===== src/rtl/phase_sequencer_pkg.sv =====
// Shared definitions for the instruction-phase sequencer.
//   phase_state_e        : FSM state encoding (3 bits, IDLE = 0)
//   MEM_WAIT_MAX_DEFAULT : default MEM cycles tolerated without mem_ready
//   CNT_W_DEFAULT        : default performance-counter width
//   MEM_TMR_W            : width of the MEM wait timer (covers 1..255)
package phase_seq_pkg;

  typedef enum logic [2:0] {
    ST_IDLE      = 3'd0,
    ST_FETCH     = 3'd1,
    ST_DECODE    = 3'd2,
    ST_EXEC      = 3'd3,
    ST_EXEC_WAIT = 3'd4,
    ST_MEM       = 3'd5,
    ST_WB        = 3'd6
  } phase_state_e;

  localparam int unsigned MEM_WAIT_MAX_DEFAULT = 15;
  localparam int unsigned CNT_W_DEFAULT        = 32;
  localparam int unsigned MEM_TMR_W            = 8;

endpackage


===== src/rtl/phase_sequencer_if.sv =====
// Handshake/strobe bundle between the phase sequencer and the core.
// Macro PHASE_SEQ_PERF_EN adds the three performance counters.
//   slave  : sequencer side (inputs run, alu_multi, mem_req, alu_complete,
//            mem_ready, err_clr; outputs en_*, alu_start, busy, mem_timeout)
//   master : core / driver side (mirror image of slave)
interface phase_sequencer_if #(
  parameter int unsigned CNT_W = 32
);
  logic run;
  logic alu_multi;
  logic mem_req;
  logic alu_complete;
  logic mem_ready;
  logic err_clr;
  logic en_fetch;
  logic en_decode;
  logic en_exec;
  logic en_mem;
  logic en_wb;
  logic alu_start;
  logic busy;
  logic mem_timeout;
`ifdef PHASE_SEQ_PERF_EN
  logic [CNT_W-1:0] cycle_cnt;
  logic [CNT_W-1:0] stall_cnt;
  logic [CNT_W-1:0] retire_cnt;
`endif

  modport master (
    output run, alu_multi, mem_req, alu_complete, mem_ready, err_clr,
    input  en_fetch, en_decode, en_exec, en_mem, en_wb, alu_start, busy,
           mem_timeout
`ifdef PHASE_SEQ_PERF_EN
    , input cycle_cnt, stall_cnt, retire_cnt
`endif
  );

  modport slave (
    input  run, alu_multi, mem_req, alu_complete, mem_ready, err_clr,
    output en_fetch, en_decode, en_exec, en_mem, en_wb, alu_start, busy,
           mem_timeout
`ifdef PHASE_SEQ_PERF_EN
    , output cycle_cnt, stall_cnt, retire_cnt
`endif
  );

endinterface


===== src/rtl/phase_sequencer_perf.sv =====
// Performance counters for the phase sequencer, instantiated only when
// PHASE_SEQ_PERF_EN is defined. All counters wrap and clear only on rst.
//   busy_pulse   : +1 cycle_cnt
//   stall_pulse  : +1 stall_cnt
//   retire_pulse : +1 retire_cnt
module phase_seq_perf #(
  parameter int unsigned CNT_W = 32
) (
  input  logic             clk_100M,
  input  logic             rst,
  input  logic             busy_pulse,
  input  logic             stall_pulse,
  input  logic             retire_pulse,
  output logic [CNT_W-1:0] cycle_cnt,
  output logic [CNT_W-1:0] stall_cnt,
  output logic [CNT_W-1:0] retire_cnt
);

  logic [CNT_W-1:0] cycle_cnt_q,  cycle_cnt_d;
  logic [CNT_W-1:0] stall_cnt_q,  stall_cnt_d;
  logic [CNT_W-1:0] retire_cnt_q, retire_cnt_d;

  always_comb begin
    cycle_cnt_d  = cycle_cnt_q;
    stall_cnt_d  = stall_cnt_q;
    retire_cnt_d = retire_cnt_q;
    if (busy_pulse)   cycle_cnt_d  = cycle_cnt_q  + 1'b1;
    if (stall_pulse)  stall_cnt_d  = stall_cnt_q  + 1'b1;
    if (retire_pulse) retire_cnt_d = retire_cnt_q + 1'b1;
  end

  always_ff @(posedge clk_100M or posedge rst) begin
    if (rst) begin
      cycle_cnt_q  <= '0;
      stall_cnt_q  <= '0;
      retire_cnt_q <= '0;
    end else begin
      cycle_cnt_q  <= cycle_cnt_d;
      stall_cnt_q  <= stall_cnt_d;
      retire_cnt_q <= retire_cnt_d;
    end
  end

  assign cycle_cnt  = cycle_cnt_q;
  assign stall_cnt  = stall_cnt_q;
  assign retire_cnt = retire_cnt_q;

endmodule


===== src/rtl/phase_sequencer.sv =====
// Multi-cycle instruction-phase controller. Steps each instruction through
// FETCH, DECODE, EXEC, (EXEC_WAIT), (MEM), WB and issues single-cycle enable
// strobes on clk_100M. MEM waits on mem_ready with a bounded timeout that
// aborts the instruction and raises a sticky mem_timeout flag.
// Optional macro PHASE_SEQ_PERF_EN adds cycle/stall/retire counters.
// Ports:
//   clk_100M : system clock
//   rst      : asynchronous active-high reset
//   ps       : phase_sequencer_if.slave (handshakes, strobes, flags, counters)
//
// state      | meaning
// -----------+---------------------------------------------------
// IDLE       | waiting for run with no pending memory timeout
// FETCH      | en_fetch strobe
// DECODE     | en_decode strobe, latch alu_multi / mem_req
// EXEC       | en_exec strobe, alu_start if multicycle op
// EXEC_WAIT  | waiting for alu_complete (no timeout)
// MEM        | en_mem every cycle, waiting for mem_ready or timeout
// WB         | en_wb strobe, then FETCH if run else IDLE
module phase_sequencer
  import phase_seq_pkg::*;
#(
  parameter int unsigned MEM_WAIT_MAX = MEM_WAIT_MAX_DEFAULT,
  parameter int unsigned CNT_W        = CNT_W_DEFAULT
) (
  input logic               clk_100M,
  input logic               rst,
  phase_sequencer_if.slave  ps
);

  phase_state_e state_q, state_d;
  logic op_multi_q, op_multi_d;
  logic op_mem_q, op_mem_d;
  logic [MEM_TMR_W-1:0] timer_q, timer_d;
  logic mem_timeout_q, mem_timeout_d;

  logic en_fetch_q, en_fetch_d;
  logic en_decode_q, en_decode_d;
  logic en_exec_q, en_exec_d;
  logic en_mem_q, en_mem_d;
  logic en_wb_q, en_wb_d;
  logic alu_start_q, alu_start_d;
  logic busy_q, busy_d;

  localparam logic [MEM_TMR_W-1:0] TMR_LIMIT = MEM_TMR_W'(MEM_WAIT_MAX);

  always_comb begin
    state_d       = state_q;
    op_multi_d    = op_multi_q;
    op_mem_d      = op_mem_q;
    timer_d       = '0;
    mem_timeout_d = mem_timeout_q;

    // Clear first so that a timeout raised this same cycle overrides it.
    if (ps.err_clr) mem_timeout_d = 1'b0;

    case (state_q)
      ST_IDLE: begin
        if (ps.run && !mem_timeout_q) state_d = ST_FETCH;
      end
      ST_FETCH: state_d = ST_DECODE;
      ST_DECODE: begin
        op_multi_d = ps.alu_multi;
        op_mem_d   = ps.mem_req;
        state_d    = ST_EXEC;
      end
      ST_EXEC: begin
        if (op_multi_q)    state_d = ST_EXEC_WAIT;
        else if (op_mem_q) state_d = ST_MEM;
        else               state_d = ST_WB;
      end
      ST_EXEC_WAIT: begin
        if (ps.alu_complete) state_d = op_mem_q ? ST_MEM : ST_WB;
      end
      ST_MEM: begin
        if (ps.mem_ready) begin
          state_d = ST_WB;
        end else if (timer_q == TMR_LIMIT) begin
          // Abort: instruction never reaches WB.
          mem_timeout_d = 1'b1;
          state_d       = ST_IDLE;
        end else begin
          timer_d = timer_q + 1'b1;
        end
      end
      ST_WB: state_d = ps.run ? ST_FETCH : ST_IDLE;
      default: state_d = ST_IDLE;
    endcase

    // Strobes are registered decodes of the upcoming state, so they line up
    // exactly with the state register and never glitch.
    en_fetch_d  = (state_d == ST_FETCH);
    en_decode_d = (state_d == ST_DECODE);
    en_exec_d   = (state_d == ST_EXEC);
    en_mem_d    = (state_d == ST_MEM);
    en_wb_d     = (state_d == ST_WB);
    alu_start_d = (state_d == ST_EXEC) && op_multi_d;
    busy_d      = (state_d != ST_IDLE);
  end

  always_ff @(posedge clk_100M or posedge rst) begin
    if (rst) begin
      state_q       <= ST_IDLE;
      op_multi_q    <= 1'b0;
      op_mem_q      <= 1'b0;
      timer_q       <= '0;
      mem_timeout_q <= 1'b0;
      en_fetch_q    <= 1'b0;
      en_decode_q   <= 1'b0;
      en_exec_q     <= 1'b0;
      en_mem_q      <= 1'b0;
      en_wb_q       <= 1'b0;
      alu_start_q   <= 1'b0;
      busy_q        <= 1'b0;
    end else begin
      state_q       <= state_d;
      op_multi_q    <= op_multi_d;
      op_mem_q      <= op_mem_d;
      timer_q       <= timer_d;
      mem_timeout_q <= mem_timeout_d;
      en_fetch_q    <= en_fetch_d;
      en_decode_q   <= en_decode_d;
      en_exec_q     <= en_exec_d;
      en_mem_q      <= en_mem_d;
      en_wb_q       <= en_wb_d;
      alu_start_q   <= alu_start_d;
      busy_q        <= busy_d;
    end
  end

  assign ps.en_fetch    = en_fetch_q;
  assign ps.en_decode   = en_decode_q;
  assign ps.en_exec     = en_exec_q;
  assign ps.en_mem      = en_mem_q;
  assign ps.en_wb       = en_wb_q;
  assign ps.alu_start   = alu_start_q;
  assign ps.busy        = busy_q;
  assign ps.mem_timeout = mem_timeout_q;

`ifdef PHASE_SEQ_PERF_EN
  logic stall_pulse;
  assign stall_pulse = (state_q == ST_EXEC_WAIT) ||
                       ((state_q == ST_MEM) && !ps.mem_ready);

  phase_seq_perf #(
    .CNT_W (CNT_W)
  ) u_perf (
    .clk_100M     (clk_100M),
    .rst          (rst),
    .busy_pulse   (busy_q),
    .stall_pulse  (stall_pulse),
    .retire_pulse (en_wb_q),
    .cycle_cnt    (ps.cycle_cnt),
    .stall_cnt    (ps.stall_cnt),
    .retire_cnt   (ps.retire_cnt)
  );
`endif

endmodule


===== src/flat_wrapper.sv =====
// flat-port wrapper written by rule: the top's interface ports become plain ports
module phase_sequencer_flat import phase_seq_pkg::*;
#(
  parameter int unsigned MEM_WAIT_MAX = MEM_WAIT_MAX_DEFAULT,
  parameter int unsigned CNT_W        = CNT_W_DEFAULT
)
  (clk_100M, rst, ps_run, ps_alu_multi, ps_mem_req, ps_alu_complete, ps_mem_ready, ps_err_clr, ps_en_fetch, ps_en_decode, ps_en_exec, ps_en_mem, ps_en_wb, ps_alu_start, ps_busy, ps_mem_timeout);
  phase_sequencer_if #(.CNT_W(CNT_W)) ps_i ();
  input logic clk_100M;
  input logic rst;
  input wire logic [$bits(ps_i.run)-1:0] ps_run;
  input wire logic [$bits(ps_i.alu_multi)-1:0] ps_alu_multi;
  input wire logic [$bits(ps_i.mem_req)-1:0] ps_mem_req;
  input wire logic [$bits(ps_i.alu_complete)-1:0] ps_alu_complete;
  input wire logic [$bits(ps_i.mem_ready)-1:0] ps_mem_ready;
  input wire logic [$bits(ps_i.err_clr)-1:0] ps_err_clr;
  output wire logic [$bits(ps_i.en_fetch)-1:0] ps_en_fetch;
  output wire logic [$bits(ps_i.en_decode)-1:0] ps_en_decode;
  output wire logic [$bits(ps_i.en_exec)-1:0] ps_en_exec;
  output wire logic [$bits(ps_i.en_mem)-1:0] ps_en_mem;
  output wire logic [$bits(ps_i.en_wb)-1:0] ps_en_wb;
  output wire logic [$bits(ps_i.alu_start)-1:0] ps_alu_start;
  output wire logic [$bits(ps_i.busy)-1:0] ps_busy;
  output wire logic [$bits(ps_i.mem_timeout)-1:0] ps_mem_timeout;
  assign ps_i.run = ps_run;
  assign ps_i.alu_multi = ps_alu_multi;
  assign ps_i.mem_req = ps_mem_req;
  assign ps_i.alu_complete = ps_alu_complete;
  assign ps_i.mem_ready = ps_mem_ready;
  assign ps_i.err_clr = ps_err_clr;
  assign ps_en_fetch = ps_i.en_fetch;
  assign ps_en_decode = ps_i.en_decode;
  assign ps_en_exec = ps_i.en_exec;
  assign ps_en_mem = ps_i.en_mem;
  assign ps_en_wb = ps_i.en_wb;
  assign ps_alu_start = ps_i.alu_start;
  assign ps_busy = ps_i.busy;
  assign ps_mem_timeout = ps_i.mem_timeout;
  phase_sequencer #(.MEM_WAIT_MAX(MEM_WAIT_MAX), .CNT_W(CNT_W)) u_core (.clk_100M(clk_100M), .rst(rst), .ps(ps_i));
endmodule

===== config.mk =====
export PLATFORM = sky130hd
export DESIGN_NAME = phase_sequencer_flat
export DESIGN_NICKNAME = d
export VERILOG_FILES = /design/src/rtl/phase_sequencer_pkg.sv /design/src/rtl/phase_sequencer_if.sv /design/src/rtl/phase_sequencer_perf.sv /design/src/rtl/phase_sequencer.sv /design/src/flat_wrapper.sv
export SDC_FILE = /design/constraint.sdc
export NUM_CORES = 1
export LEC_CHECK = 0
export BUFFER_PORTS_ARGS = -buffer_cell sky130_fd_sc_hd__buf_2
export CAP_MARGIN = 20
export CORE_ASPECT_RATIO = 1.25
export CORE_MARGIN = 2
export CORE_UTILIZATION = 30
export DETAILED_ROUTE_END_ITERATION = 8
export GPL_TIMING_DRIVEN = 0
export MAX_ROUTING_LAYER = met4
export PLACE_DENSITY = 0.54
export SLEW_MARGIN = 40
export SYNTH_ARGS = -nofsm -noshare
export SYNTH_HDL_FRONTEND = slang
export SYNTH_SLANG_ARGS = --single-unit

===== constraint.sdc =====
create_clock -name clk_100M -period 4.2 [get_ports clk_100M]
set_input_delay 0.42 -clock clk_100M [delete_from_list [all_inputs] [get_ports clk_100M]]
set_output_delay 0.42 -clock clk_100M [all_outputs]
set_load 0.05 [all_outputs]

## After elaboration in Yosys (flattened, before gate mapping)

Index checks and enable logic that the tools add are counted.

- Register bits: 21
- Output and inout port bits: 8
- Word-level logic and storage cells: 46

- $add $sub $neg: 1
- Equality and inequality tests: 12
- Mux-type cells: 16
- Reduce and logical (&&, ||, !) cells: 5

Operators with widths:

| operator | number |
|---|---|
| two-way mux 8 bit | 3 |
| one-hot mux 3 bit (7 select lines) | 1 |
| == test 3 bit, second input constant | 5 |
| two-way mux 3 bit | 5 |
| == test 3 x 2 -> 1 bit, second input constant | 4 |
| adder 8 x 1 -> 8 bit, second input constant | 1 |
| == test 8 x 4 -> 1 bit, second input constant | 1 |
| == test 3 x 1 -> 1 bit, second input constant | 2 |
| two-way mux 1 bit | 6 |
| logical NOT 3 bit | 1 |
| nonzero test 3 bit | 1 |
| logical AND 1 bit | 2 |
| two-way mux 2 bit | 1 |
| logical NOT 1 bit | 1 |

## Longest topological paths before layout

- Depth in word-level cells: 6
- Gate-level depth with buffers: 7
- Mapped depth without buffers: 6

## Least setup slack after synthesis

OpenSTA, ideal clock, no wires.

- Path type: register to register
- From: reg u_core.timer_q[0]
- To: reg u_core.busy_q, in the netlist u_core.ps.busy
- Data arrival time: 1.275 ns
- Required time: 4.068 ns
- Path slack: 2.793 ns
- Cell stages (with the launch flop): 7
- Period minus slack after synthesis: 1.407 ns
- Cell sequence: dfrtp_1 > ha_1 > and3_1 > buf_2 > nand3_2 > a221oi_4 > nand3b_1

- Longest elaborated chain between the ends: 5

Ends and longest elaborated chain:

| what | line | RTL |
|---|---|---|
| start, declared | phase_sequencer.sv:34 | `logic [MEM_TMR_W-1:0] timer_q, timer_d;` |
| start signal, assigned | phase_sequencer.sv:119 | `timer_q <= timer_d;` |
| == test 8 x 4 -> 1 bit | phase_sequencer.sv:78 | `end else if (timer_q == TMR_LIMIT) begin` |
| two-way mux 3 bit | phase_sequencer.sv:78 |  |
| two-way mux 3 bit | phase_sequencer.sv:76 | `if (ps.mem_ready) begin` |
| one-hot mux 3 bit (7 select lines) | phase_sequencer.sv:57 | `case (state_q)` |
| nonzero test 3 bit | phase_sequencer.sv:98 | `busy_d = (state_d != ST_IDLE);` |
| via u_core.busy_d | phase_sequencer.sv:43 | `logic busy_q, busy_d;` |
| end signal, assigned | phase_sequencer.sv:127 | `busy_q <= busy_d;` |
| end, declared | phase_sequencer.sv:43 |  |

The timed path passes the listed nets, and every way through them passes these cells.
A chain may end at the register's enable or synchronous reset.

## Worst setup path in the final report

Same ends and word-level chain as after synthesis.

==> results.py <==
metrics = {
    "run_status": {
        "outcome": "completed",
    },
    "routing": {
        "viasPerCell": 4.63,
        "first_pass_iters": 4,
        "wl_per_cell_um": 12.6,
        "dr.first_iter.drc_count": 13,
        "wl_mm": 1.82,
        "antenna_left": 0,
        "drc": 0,
        "num_vias": 666,
    },
    "setup_path": {
        "worstReg2RegEnd": "u_core.ps.busy$_DFF_PP0_",
        "r2r_slack_ns": 2.66,
        "worstPathRequired_ns": 4.34,
        "r2r_start": "u_core.timer_q[0]$_DFF_PP0_",
        "cp_slowest_stage_delay_ns": 0.37,
        "path_max_fanout": 5,
        "cp-start-kind": "flip-flop",
        "slowest_stage": "dfrtp_1",
        "path_cells": "ha_1, and3_1, buf_2, nand3_2, a221oi_4, nand3b_1",
        "path_buf_inv": 1,
        "crit_arrival_ns": 1.68,
        "cp_top_family": "flip-flops",
        "end_kind": "flip-flop",
        "crit_start": "u_core.timer_q[0]$_DFF_PP0_",
        "ff2ff_path_depth": 6,
        "path_class": "flip-flop to flip-flop",
    },
    "floorplanning": {
        "die-area_um2": 3780,
        "die_w_um": 55.4,
        "die_h_um": 68.2,
        "core_um2": 3190,
        "start_util": 0.310,
        "io_pins": 16,
        "rows": 23,
    },
    "yosys": {
        "synth_common_cells": "dfrtp_1 (21), nor2_1 (10), inv_1 (6), nand2_1 (5), nand3_1 (5)",
        "synth_area_leaders": "dfrtp_1 (53%), nor2_1 (3.8%), a221oi_2 (3.0%)",
        "yosysUniqueCellTypes": 34,
        "syn_area_um2": 990,
        "yosysSeqAreaShare": 0.531,
        "synth_top_area_share": 0.531,
        "yosysWarnings": 0,
        "synth_most_common_cell": "dfrtp_1",
        "synth-main-ff-cell": "dfrtp_1",
        "syn_inst": 88,
        "synth_area_leader_cell": "dfrtp_1",
        "avgSynthCellArea_um2": 11.2,
        "yosys_register_bits": 21,
        "synth_nets": 97,
        "synth_edf_count": 0,
        "async_flop_share": 1.00,
    },
    "placement": {
        "place.gp.congestion": 0.860,
        "port_buffers": 15,
        "hpwl_mm": 1.37,
    },
    "timing": {
        "drv_slew": 0,
        "relSlewSlack": 0.694,
        "min_period_over_period": 0.367,
        "hold_slack_ns": 0.167,
        "rsz0062_at_grt": "no",
        "tns_ns": 0,
        "max_freq_ghz": 0.649,
        "period_minus_slack_ns": 1.54,
        "hold_viol": 0,
        "skew_ns": 0.00388,
        "setup_viol": 0,
        "tightest_slew_ns": 0.458,
    },
    "cts": {
        "clock_sinks": 21,
        "path_clk_slew_ns": 0.08,
        "htreeDepth": 1,
        "insertion_delay_ns": 0.25,
        "tritoncts": "done",
        "holdBufCountCts": 0,
        "ctsResizeCount": 0,
        "cts_max_path_buffers": 2,
        "cts_setup_buffers": 0,
        "root_buffer": "clkbuf_8",
        "cts_buffers": 3,
    },
    "pwr": {
        "vdd_drop_max_v": 0.000231,
        "power.density_nw_per_um2": 642,
        "leakage_nw": 0.544,
    },
    "grt": {
        "grt_pass1_vias": 683,
        "grt_pass1_wl_mm": 3.10,
        "gr-usage-all-layers": 0.112,
        "grt_max_degree": 22,
        "globalRouteOverflowTotal": 0,
        "antenna_found_initial": 0,
    },
    "layout": {
        "drive_above_1_share": 0.280,
        "antenna_cells": 0,
        "syn_to_final_growth_pct": 16.8,
        "largest_reg_flops": 8,
        "reg.largest.list": "u_core.timer_q: 8 flops, u_core.state_q: 3 flops",
        "largest_register": "u_core.timer_q",
        "nNetsFinal": 117,
    },
    "min_path": {
        "holdCritPathClass": "input port to async pin",
    },
    "flow_run": {
        "drv_cap": 0,
    },
}
-- cell families (layout without fill, tap and decap cells) --
family / after synthesis / count (layout) / synth area share
AO/OA/AOI/OAI: 12 / 12 / 0.120
XOR/XNOR: 6 / 6 / 0.0531
adder cells (fa/ha/maj): 1 / 1 / 0.0126
buffers and inverters: 9 / 28 / 0.0392
flip-flops: 21 / 21 / 0.531
multiplexers: 1 / 1 / 0.0114
AND/OR/NAND/NOR: 38 / 38 / 0.233
-- worst reg2reg max path, stage by stage, from the launching register on --
cell and delay, ns:
dfrtp_1 0.37, ha_1 0.19, and3_1 0.14, buf_2 0.16
nand3_2 0.11, a221oi_4 0.34, nand3b_1 0.11
-- power breakdown --
group | switching (mW) | internal (mW)
clock | 0.0621 | 0.0674
combinational | 0.212 | 0.114
sequential | 0.0359 | 0.252
-- layout by cell type, fill, tap and decap left out, types with 2 or more instances in the layout --
cell	netlist	final
o21ai_0	3	3
inv_1	6	5
clkbuf_8	0	3
inv_2	1	2
nand2_1	5	5
and2_1	2	2
xor2_1	3	3
nor2_1	10	10
a221oi_2	2	2
dfrtp_1	21	21
and3_1	2	2
xnor2_1	3	3
buf_2	1	16
and2b_1	4	4
nand3_1	5	5
-- routing by layer --
metal / share of wire / vias up / wire [um] / global-route usage
li1: - / 337 / - / -
met1: 0.44 / 317 / 801 / 0.125
met2: 0.52 / 10 / 938 / 0.188
met3: 0.023 / 2 / 42 / 0.0246
met4: 0.018 / 0 / 33 / 0.0640
met5: 0 / - / 0 / -
-- stage by stage --
| step | setup slack (ns) | cells | area [um2] | power [mW] | utilization |
|---|---|---|---|---|---|
| 2_1_floorplan | 2.79 | 88 | 990 | 0.552 | - |
| 3_3_place_gp | 2.65 | 140 | 1110 | 0.619 | 0.348 |
| 3_5_place_dp | 2.66 | 140 | 1110 | 0.622 | 0.348 |
| 4_1_cts | 2.64 | 144 | 1160 | 0.754 | 0.362 |
| 5_1_grt | 2.52 | 144 | 1160 | 0.795 | 0.362 |
| 6_report | 2.66 | 144 | 1160 | 0.743 | 0.362 |
-- how the worst max path moves through the flow --
stage,cells past startpoint,endpoint
detailed placement,6,u_core.ps.busy$_DFF_PP0_
finish,6,u_core.ps.busy$_DFF_PP0_
CTS,6,u_core.ps.busy$_DFF_PP0_
floorplan,6,u_core.ps.busy$_DFF_PP0_
global placement,6,u_core.ps.busy$_DFF_PP0_
global route,6,u_core.ps.busy$_DFF_PP0_
-- final cells by class --
class,count,area [um2]
clock buffers,4,45.0
well taps,37,46.3
multi-input cells,58,425
fillers,311,2040
inverters,7,26.3
plain buffers,2,12.5
repair buffers,15,75.1
flip-flops and latches,21,526
Note: power is estimated with default switching activity, not from simulation.
